**config.mk**
```make
export PLATFORM = sky130hd
export DESIGN_NAME = simmem_resp_bank_flat
export DESIGN_NICKNAME = d
export VERILOG_FILES = /design/src/rtl/simmem_resp_bank_if.sv /design/src/rtl/simmem_resp_bank.sv /design/src/flat_wrapper.sv
export SDC_FILE = /design/constraint.sdc
export NUM_CORES = 2
export LEC_CHECK = 0
export BUFFER_PORTS_ARGS = -buffer_cell sky130_fd_sc_hd__buf_4
export CORE_ASPECT_RATIO = 0.9
export CORE_MARGIN = 1.5
export CORE_UTILIZATION = 30
export CTS_BUF_LIST = sky130_fd_sc_hd__clkbuf_8
export DETAILED_ROUTE_END_ITERATION = 12
export GPL_TIMING_DRIVEN = 0
export MAX_ROUTING_LAYER = met4
export PLACE_DENSITY = 0.44
export SLEW_MARGIN = 0
export SYNTH_ARGS = -nofsm -noshare
export SYNTH_HDL_FRONTEND = slang
export SYNTH_SLANG_ARGS = --single-unit
```
**constraint.sdc**
```tcl
create_clock -name clk_i -period 20.6 [get_ports clk_i]
set_input_delay 2.06 -clock clk_i [delete_from_list [all_inputs] [get_ports clk_i]]
set_output_delay 2.06 -clock clk_i [all_outputs]
set_load 0.02 [all_outputs]
```
**src/rtl/simmem_resp_bank_if.sv**
```systemverilog
// Request, memory-response and released-response channels of simmem_resp_bank.
// Signal suffixes are named from the bank's side (slave modport).
interface simmem_resp_bank_if #(
  parameter int unsigned DataWidth    = 64,
  parameter int unsigned IdWidth      = 8,
  parameter int unsigned CounterWidth = 8,
  parameter int unsigned NumEntries   = 16
);
  localparam int unsigned OccWidth = $clog2(NumEntries + 1);

  logic                    req_valid_i;
  logic                    req_ready_o;
  logic [IdWidth-1:0]      req_id_i;

  logic                    resp_in_valid_i;
  logic                    resp_in_ready_o;
  logic [IdWidth-1:0]      resp_in_id_i;
  logic [DataWidth-1:0]    resp_in_data_i;
  logic [CounterWidth-1:0] resp_in_delay_i;

  logic                    resp_out_valid_o;
  logic                    resp_out_ready_i;
  logic [IdWidth-1:0]      resp_out_id_o;
  logic [DataWidth-1:0]    resp_out_data_o;

  logic [OccWidth-1:0]     occupancy_o;

  modport slave (
    input  req_valid_i, req_id_i,
    output req_ready_o,
    input  resp_in_valid_i, resp_in_id_i, resp_in_data_i, resp_in_delay_i,
    output resp_in_ready_o,
    output resp_out_valid_o, resp_out_id_o, resp_out_data_o,
    input  resp_out_ready_i,
    output occupancy_o
  );

  modport master (
    output req_valid_i, req_id_i,
    input  req_ready_o,
    output resp_in_valid_i, resp_in_id_i, resp_in_data_i, resp_in_delay_i,
    input  resp_in_ready_o,
    input  resp_out_valid_o, resp_out_id_o, resp_out_data_o,
    output resp_out_ready_i,
    input  occupancy_o
  );
endinterface

```
**src/rtl/simmem_resp_bank.sv**
```systemverilog
// Multi-entry simulated-memory response delay bank with oldest-first release.
// Define SIMMEM_ID_ORDER_EN to hold a DONE entry behind any older live entry of the same ID.
module simmem_resp_bank #(
  parameter int unsigned DataWidth    = 64,
  parameter int unsigned IdWidth      = 8,
  parameter int unsigned CounterWidth = 8,
  parameter int unsigned NumEntries   = 16
) (
  input logic               clk_i,
  input logic               rst_ni,
  simmem_resp_bank_if.slave bus_io
);
  localparam int unsigned IdxWidth = $clog2(NumEntries);
  localparam int unsigned OccWidth = $clog2(NumEntries + 1);

  typedef enum logic [1:0] {StFree, StWait, StDelay, StDone} entry_state_e;

  entry_state_e            state_q [NumEntries];
  entry_state_e            state_d [NumEntries];
  logic [IdWidth-1:0]      id_q    [NumEntries];
  logic [IdWidth-1:0]      id_d    [NumEntries];
  logic [CounterWidth-1:0] cnt_q   [NumEntries];
  logic [CounterWidth-1:0] cnt_d   [NumEntries];
  logic [DataWidth-1:0]    data_q  [NumEntries];
  // older_q[i][j] set means entry j was allocated before entry i
  logic [NumEntries-1:0]   older_q [NumEntries];
  logic [NumEntries-1:0]   older_d [NumEntries];

  logic                 out_valid_q, out_valid_d;
  logic [IdWidth-1:0]   out_id_q, out_id_d;
  logic [DataWidth-1:0] out_data_q, out_data_d;
  logic [OccWidth-1:0]  occ_q, occ_d;

  logic [NumEntries-1:0] free_vec, busy_vec, match_vec, done_vec, elig_vec;
  logic [NumEntries-1:0] match_sel, rel_sel;
  logic [IdxWidth-1:0]   alloc_idx, match_idx, rel_idx;
  logic                  alloc_en, match_en, load_en, release_en;

  always_comb begin
    free_vec  = '0;
    busy_vec  = '0;
    match_vec = '0;
    done_vec  = '0;
    for (int i = 0; i < NumEntries; i++) begin
      free_vec[i]  = (state_q[i] == StFree);
      busy_vec[i]  = (state_q[i] != StFree);
      match_vec[i] = (state_q[i] == StWait) && (id_q[i] == bus_io.resp_in_id_i);
      done_vec[i]  = (state_q[i] == StDone);
    end
  end

  always_comb begin
    elig_vec = done_vec;
`ifdef SIMMEM_ID_ORDER_EN
    for (int i = 0; i < NumEntries; i++) begin
      for (int j = 0; j < NumEntries; j++) begin
        if (older_q[i][j] && busy_vec[j] && (id_q[j] == id_q[i])) elig_vec[i] = 1'b0;
      end
    end
`endif
  end

  always_comb begin
    match_sel = '0;
    rel_sel   = '0;
    match_idx = '0;
    rel_idx   = '0;
    alloc_idx = '0;
    for (int i = 0; i < NumEntries; i++) begin
      match_sel[i] = match_vec[i] && !(|(match_vec & older_q[i]));
      rel_sel[i]   = elig_vec[i] && !(|(elig_vec & older_q[i]));
      if (match_sel[i]) match_idx = IdxWidth'(i);
      if (rel_sel[i])   rel_idx   = IdxWidth'(i);
    end
    for (int i = NumEntries - 1; i >= 0; i--) begin
      if (free_vec[i]) alloc_idx = IdxWidth'(i);
    end
  end

  assign bus_io.req_ready_o     = |free_vec;
  assign bus_io.resp_in_ready_o = |match_vec;
  assign alloc_en   = bus_io.req_valid_i && (|free_vec);
  assign match_en   = bus_io.resp_in_valid_i && (|match_vec);
  assign load_en    = !out_valid_q || bus_io.resp_out_ready_i;
  assign release_en = load_en && (|rel_sel);

  always_comb begin
    for (int i = 0; i < NumEntries; i++) begin
      state_d[i] = state_q[i];
      id_d[i]    = id_q[i];
      cnt_d[i]   = cnt_q[i];
      older_d[i] = older_q[i];
      if (state_q[i] == StDelay) begin
        cnt_d[i] = cnt_q[i] - CounterWidth'(1);
        if (cnt_q[i] == CounterWidth'(1)) state_d[i] = StDone;
      end
    end
    if (alloc_en) begin
      state_d[alloc_idx] = StWait;
      id_d[alloc_idx]    = bus_io.req_id_i;
      older_d[alloc_idx] = busy_vec;
      for (int j = 0; j < NumEntries; j++) older_d[j][alloc_idx] = 1'b0;
    end
    if (match_en) begin
      state_d[match_idx] = (bus_io.resp_in_delay_i == '0) ? StDone : StDelay;
      cnt_d[match_idx]   = bus_io.resp_in_delay_i;
    end
    if (release_en) state_d[rel_idx] = StFree;

    out_valid_d = out_valid_q;
    out_id_d    = out_id_q;
    out_data_d  = out_data_q;
    if (load_en) out_valid_d = release_en;
    if (release_en) begin
      out_id_d   = id_q[rel_idx];
      out_data_d = data_q[rel_idx];
    end
    occ_d = occ_q + OccWidth'(alloc_en) - OccWidth'(release_en);
  end

  always_ff @(posedge clk_i or negedge rst_ni) begin
    if (!rst_ni) begin
      for (int i = 0; i < NumEntries; i++) begin
        state_q[i] <= StFree;
        id_q[i]    <= '0;
        cnt_q[i]   <= '0;
        older_q[i] <= '0;
      end
      out_valid_q <= 1'b0;
      out_id_q    <= '0;
      out_data_q  <= '0;
      occ_q       <= '0;
    end else begin
      for (int i = 0; i < NumEntries; i++) begin
        state_q[i] <= state_d[i];
        id_q[i]    <= id_d[i];
        cnt_q[i]   <= cnt_d[i];
        older_q[i] <= older_d[i];
      end
      out_valid_q <= out_valid_d;
      out_id_q    <= out_id_d;
      out_data_q  <= out_data_d;
      occ_q       <= occ_d;
    end
  end

  // Payload storage is qualified by entry state, so it carries no reset.
  always_ff @(posedge clk_i) begin
    if (match_en) data_q[match_idx] <= bus_io.resp_in_data_i;
  end

  assign bus_io.resp_out_valid_o = out_valid_q;
  assign bus_io.resp_out_id_o    = out_id_q;
  assign bus_io.resp_out_data_o  = out_data_q;
  assign bus_io.occupancy_o      = occ_q;
endmodule

```
**src/flat_wrapper.sv**
```systemverilog
// flat-port wrapper written by rule: the top's interface ports become plain ports
module simmem_resp_bank_flat 
#(
  parameter int unsigned DataWidth    = 64,
  parameter int unsigned IdWidth      = 8,
  parameter int unsigned CounterWidth = 8,
  parameter int unsigned NumEntries   = 16
)
  (clk_i, rst_ni, bus_io_req_valid_i, bus_io_req_id_i, bus_io_req_ready_o, bus_io_resp_in_valid_i, bus_io_resp_in_id_i, bus_io_resp_in_data_i, bus_io_resp_in_delay_i, bus_io_resp_in_ready_o, bus_io_resp_out_valid_o, bus_io_resp_out_id_o, bus_io_resp_out_data_o, bus_io_resp_out_ready_i, bus_io_occupancy_o);
  simmem_resp_bank_if #(.DataWidth(DataWidth), .IdWidth(IdWidth), .CounterWidth(CounterWidth), .NumEntries(NumEntries)) bus_io_i ();
  input logic clk_i;
  input logic rst_ni;
  input wire logic [$bits(bus_io_i.req_valid_i)-1:0] bus_io_req_valid_i;
  input wire logic [$bits(bus_io_i.req_id_i)-1:0] bus_io_req_id_i;
  output wire logic [$bits(bus_io_i.req_ready_o)-1:0] bus_io_req_ready_o;
  input wire logic [$bits(bus_io_i.resp_in_valid_i)-1:0] bus_io_resp_in_valid_i;
  input wire logic [$bits(bus_io_i.resp_in_id_i)-1:0] bus_io_resp_in_id_i;
  input wire logic [$bits(bus_io_i.resp_in_data_i)-1:0] bus_io_resp_in_data_i;
  input wire logic [$bits(bus_io_i.resp_in_delay_i)-1:0] bus_io_resp_in_delay_i;
  output wire logic [$bits(bus_io_i.resp_in_ready_o)-1:0] bus_io_resp_in_ready_o;
  output wire logic [$bits(bus_io_i.resp_out_valid_o)-1:0] bus_io_resp_out_valid_o;
  output wire logic [$bits(bus_io_i.resp_out_id_o)-1:0] bus_io_resp_out_id_o;
  output wire logic [$bits(bus_io_i.resp_out_data_o)-1:0] bus_io_resp_out_data_o;
  input wire logic [$bits(bus_io_i.resp_out_ready_i)-1:0] bus_io_resp_out_ready_i;
  output wire logic [$bits(bus_io_i.occupancy_o)-1:0] bus_io_occupancy_o;
  assign bus_io_i.req_valid_i = bus_io_req_valid_i;
  assign bus_io_i.req_id_i = bus_io_req_id_i;
  assign bus_io_req_ready_o = bus_io_i.req_ready_o;
  assign bus_io_i.resp_in_valid_i = bus_io_resp_in_valid_i;
  assign bus_io_i.resp_in_id_i = bus_io_resp_in_id_i;
  assign bus_io_i.resp_in_data_i = bus_io_resp_in_data_i;
  assign bus_io_i.resp_in_delay_i = bus_io_resp_in_delay_i;
  assign bus_io_resp_in_ready_o = bus_io_i.resp_in_ready_o;
  assign bus_io_resp_out_valid_o = bus_io_i.resp_out_valid_o;
  assign bus_io_resp_out_id_o = bus_io_i.resp_out_id_o;
  assign bus_io_resp_out_data_o = bus_io_i.resp_out_data_o;
  assign bus_io_i.resp_out_ready_i = bus_io_resp_out_ready_i;
  assign bus_io_occupancy_o = bus_io_i.occupancy_o;
  simmem_resp_bank #(.DataWidth(DataWidth), .IdWidth(IdWidth), .CounterWidth(CounterWidth), .NumEntries(NumEntries)) u_core (.clk_i(clk_i), .rst_ni(rst_ni), .bus_io(bus_io_i));
endmodule
```
==> run_results.csv <==
group,metric,value,unit
critical_path,critPathMaxFanout,10,
clocking,cts_root_buffer,"clkbuf_8",
power_and_ir_drop,total_leakage_power,30.53,nW
placed_design,place_congestion,1.052,
critical_path,cp_common_cell,"inv_1",
critical_path,arrival,10.19,ns
placed_design,place_ws,10.83,ns
sta,fin_crit_sh,45.60,%
synth,synth.distinct_cells,76,
drt,wire_per_inst,34.07,µm
die,initial_core_util,30.23,%
drt,ant_nets,0,
grt,grt-ovfl-total,0,
synth,synthArstFlopShare,37.79,%
finish,synthToLayoutAreaGrowth,17.07,%
sta,clock_skew,0.1074,ns
critical_path,worstRegToRegCells,21,
critical_path,critPathMaxStageDelay,1.25,ns
finish,drive_gt1_share,13.82,%
finish,instances_no_fill,9603,
die,core_region_area,238700,µm²
critical_path,crit_family,"buffers and inverters",
drt,vias,53230,
synth,netlist_instances,5637,
grt,grt_pass1_vias,52400,
sta,tns,0,ns
grt,grt_pass1_wl,443000,µm
die,row_count,170,
sta,slew_headroom,-15.92,%
drt,drt_wl_total,327200,µm
synth,syn_avg_cell_area,12.80,µm²
critical_path,critPathBufInv,7,
power_and_ir_drop,power,0.01049,W
clocking,numCtsBuffers,307,
synth,ys_ff_latch,1646,
sta,worstMarginPinSlew,1.739,ns
die,die_h,468.2,µm
hold_path,hp-class,"reg -> reg",
drt,drt_iter0_drc,6182,
sta,rsz0062_at_grt,"false",
clocking,cts_tree,"done",
drt,drc,0,
die,die_x,519.9,µm
synth,synthFlopType,"edfxtp_1",
power_and_ir_drop,p_per_area,124.3,nW/µm²
grt,antenna_found_initial,43,
clocking,post_cts.repair.setup_buffers,0,
placed_design,dpl.hpwl,217900,µm
critical_path,crit_slowest_cell,"clkbuf_1",
grt,grtUsageTotal,27.14,%
critical_path,critical_path_class,"reg -> reg",
drt,drtPass1Iterations,6,
clocking,cts_resized,0,
clocking,h-tree-depth,5,
finish,final_nets,6290,
die,ios,173,
placed_design,portBuffers,163,
finish,fill_cells,23710,
power_and_ir_drop,vdd_drop_max,0.08355,mV
clocking,cts_sinks,1646,
grt,grt_start_max_net_pins,113,
synth,yosysSeqAreaShare,64.21,%
synth,syn_area,72130,µm²
die,die_area,243400,µm²
sta,maxSlewViolCount,154,
drt,via_per_inst,5.543,
critical_path,startpoint_type,"flop",
clocking,holdBufCountCts,0,
run,maxCapViolCount,21,
clocking,clk_pin_slew,0.05,ns
clocking,clk_path_buf_depth,4,
sta,fmax,106.5,MHz
sta,finalHoldViolCount,0,
sta,post-route-min-period,9.394,ns
critical_path,path_cells,"clkbuf_1 > nand2_1 > a311oi_1 > nand3_1 > nor4_2 > nor4_1 > or3b_2 > or4_1 > and2_1 > clkbuf_2 > clkbuf_2 > buf_2 > ha_1 > inv_1 > ha_1 > inv_1 > fa_1 > inv_1 > a21o_1 > a21oi_1 > xnor2_1",
run_status,status,"finished with violations",
clocking,insertion_delay,0.99,ns
run_status,violations,"max-capacitance violations, max-slew violations",
sta,worst_slack,11.21,ns
critical_path,required,21.39,ns
hold_path,worstHoldPathCells,2,
synth,syn_nets,5768,
synth,synth_edf_count,1024,
critical_path,worstSetupPathDepth,21,
placed_design,dp_cells,9032,
critical_path,endpoint_kind,"flop",
synth,yosysWarnings,0,
sta,finalSetupViolCount,0,
flip-flops by register name, summed over array words and instances, names as in the netlist:
name and count:
u_core.older_q 256, u_core.state_q 32, u_core.bus_io.occupancy_o 5, u_core.bus_io.resp_out_valid_o 1
u_core.bus_io.resp_out_data_o 64, u_core.id_q 128, u_core.data_q 1024, u_core.cnt_q 128
u_core.bus_io.resp_out_id_o 8
layer usage:
metal | GRT usage, % | share of wire, %
met1 | 34.62 | 42
met2 | 40.54 | 44
met3 | 7.427 | 9.1
met4 | 11.28 | 4.7
met5 | - | 0
worst paths after layout:
kind | start | to | slack, ns
max in group asynchronous | rst_ni | u_core.id_q[45]$_DFFE_PN0P_ | 17.23
worst min register to register | u_core.older_q[242]$_DFFE_PN0P_ | u_core.older_q[242]$_DFFE_PN0P_ | 0.49
min in group asynchronous | rst_ni | u_core.older_q[253]$_DFFE_PN0P_ | 1.10
worst max-delay path | u_core.state_q[18]$_DFF_PN0_ | u_core.bus_io.occupancy_o[4]$_DFF_PN0_ | 11.21
worst min-delay path | u_core.older_q[242]$_DFFE_PN0P_ | u_core.older_q[242]$_DFFE_PN0P_ | 0.49
worst max register to register | u_core.state_q[18]$_DFF_PN0_ | u_core.bus_io.occupancy_o[4]$_DFF_PN0_ | 11.21
synth_stat cells, drive strengths merged, types with 11 or more instances:
cell type	n	area, µm²
a21oi	121	605.6
a22o	20	175.2
and3	16	100.1
and3b	13	113.9
buf	106	523.0
clkbuf	276	1036
dfrtp	622	15560
edfxtp	1024	30750
ha	37	462.9
inv	122	457.9
mux2	170	1914
mux2i	578	5786
nand2	367	1385
nand2b	26	162.7
nand3	260	1301
nand4	250	1564
nand4b	22	192.7
nor2	348	1306
nor2b	20	125.1
nor3	55	291.5
nor3b	11	82.58
nor4	159	1071
o2111ai	52	455.4
o21a	32	240.2
o21ai	216	1081
o22ai	288	1802
or3	20	125.1
or4	21	157.7
xnor2	57	499.2
xor2	178	1559
final cells by class:
class / count / area, µm² / area share, %
sequential: 1646 / 46310 / 54.85
multi-input combinational: 3485 / 24000 / 28.42
inverter: 124 / 475.5 / 0.5630
buffer: 382 / 1622 / 1.920
clock inverter: 187 / 893.4 / 1.058
timing repair buffer: 213 / 2213 / 2.621
tap: 3182 / 3981 / 4.715
antenna: 30 / 75.07 / 0.08890
clock buffer: 354 / 4872 / 5.770
where the power goes:
group	leakage, nW	switching (W)	total, W	internal [W]
logic	9.93	0.00230	0.00312	0.000818
clock network	3.40	0.00146	0.00306	0.00159
registers	17.2	0.000429	0.00432	0.00389
total	30.5	0.00420	0.0105	0.00630
cell usage in the layout (no fill, tap or decap), types with 37 or more instances in the layout:
master     synthesis  layout
edfxtp_1        1024    1024
dfrtp_1          622     622
mux2i_1          578     578
nand2_1          364     364
clkbuf_8           0     354
nor2_1           348     339
o22ai_1          288     288
clkbuf_1         276     266
nand3_1          260     260
nand4_1          250     250
inv_1            122     244
o21ai_0          211     211
xor2_1           178     178
buf_4              7     176
mux2_2           142     142
nor4_1           151     137
a21oi_1          121     121
xnor2_1           57      57
o2111ai_1         52      52
buf_2             49      49
nor3_1            53      48
buf_1             45      41
ha_1              37      37
cell families (layout without fill, tap and decap cells):
family                   after synthesis  after routing  synth area share [%]
adder cells (fa/ha/maj)               38             38                0.6695
multiplexers                         748            748                 10.67
XOR/XNOR                             235            235                 2.853
AND/OR/NAND/NOR                     1622           1622                 11.41
other                                  0             30                     0
flip-flops                          1646           1646                 64.21
buffers and inverters                506           1260                 2.806
AO/OA/AOI/OAI                        842            842                 7.379
through the flow:
stage	utilization, %	area, µm²	hold WS (ns)
floorplan	-	72130	0.4493
CTS	35.35	84360	0.4872
detailed placement	32.93	78600	0.4746
global placement	32.41	77340	0.4752
global route	35.38	84430	0.5145
finish	35.38	84440	0.4857
worst min-delay path: cells and delay by family, from the launching register on:
family	cells	cell delay, ns
compound gates	1	0.06
flops	1	0.34
simple gates	1	0.05
Note: power is estimated with default switching activity, not from simulation.
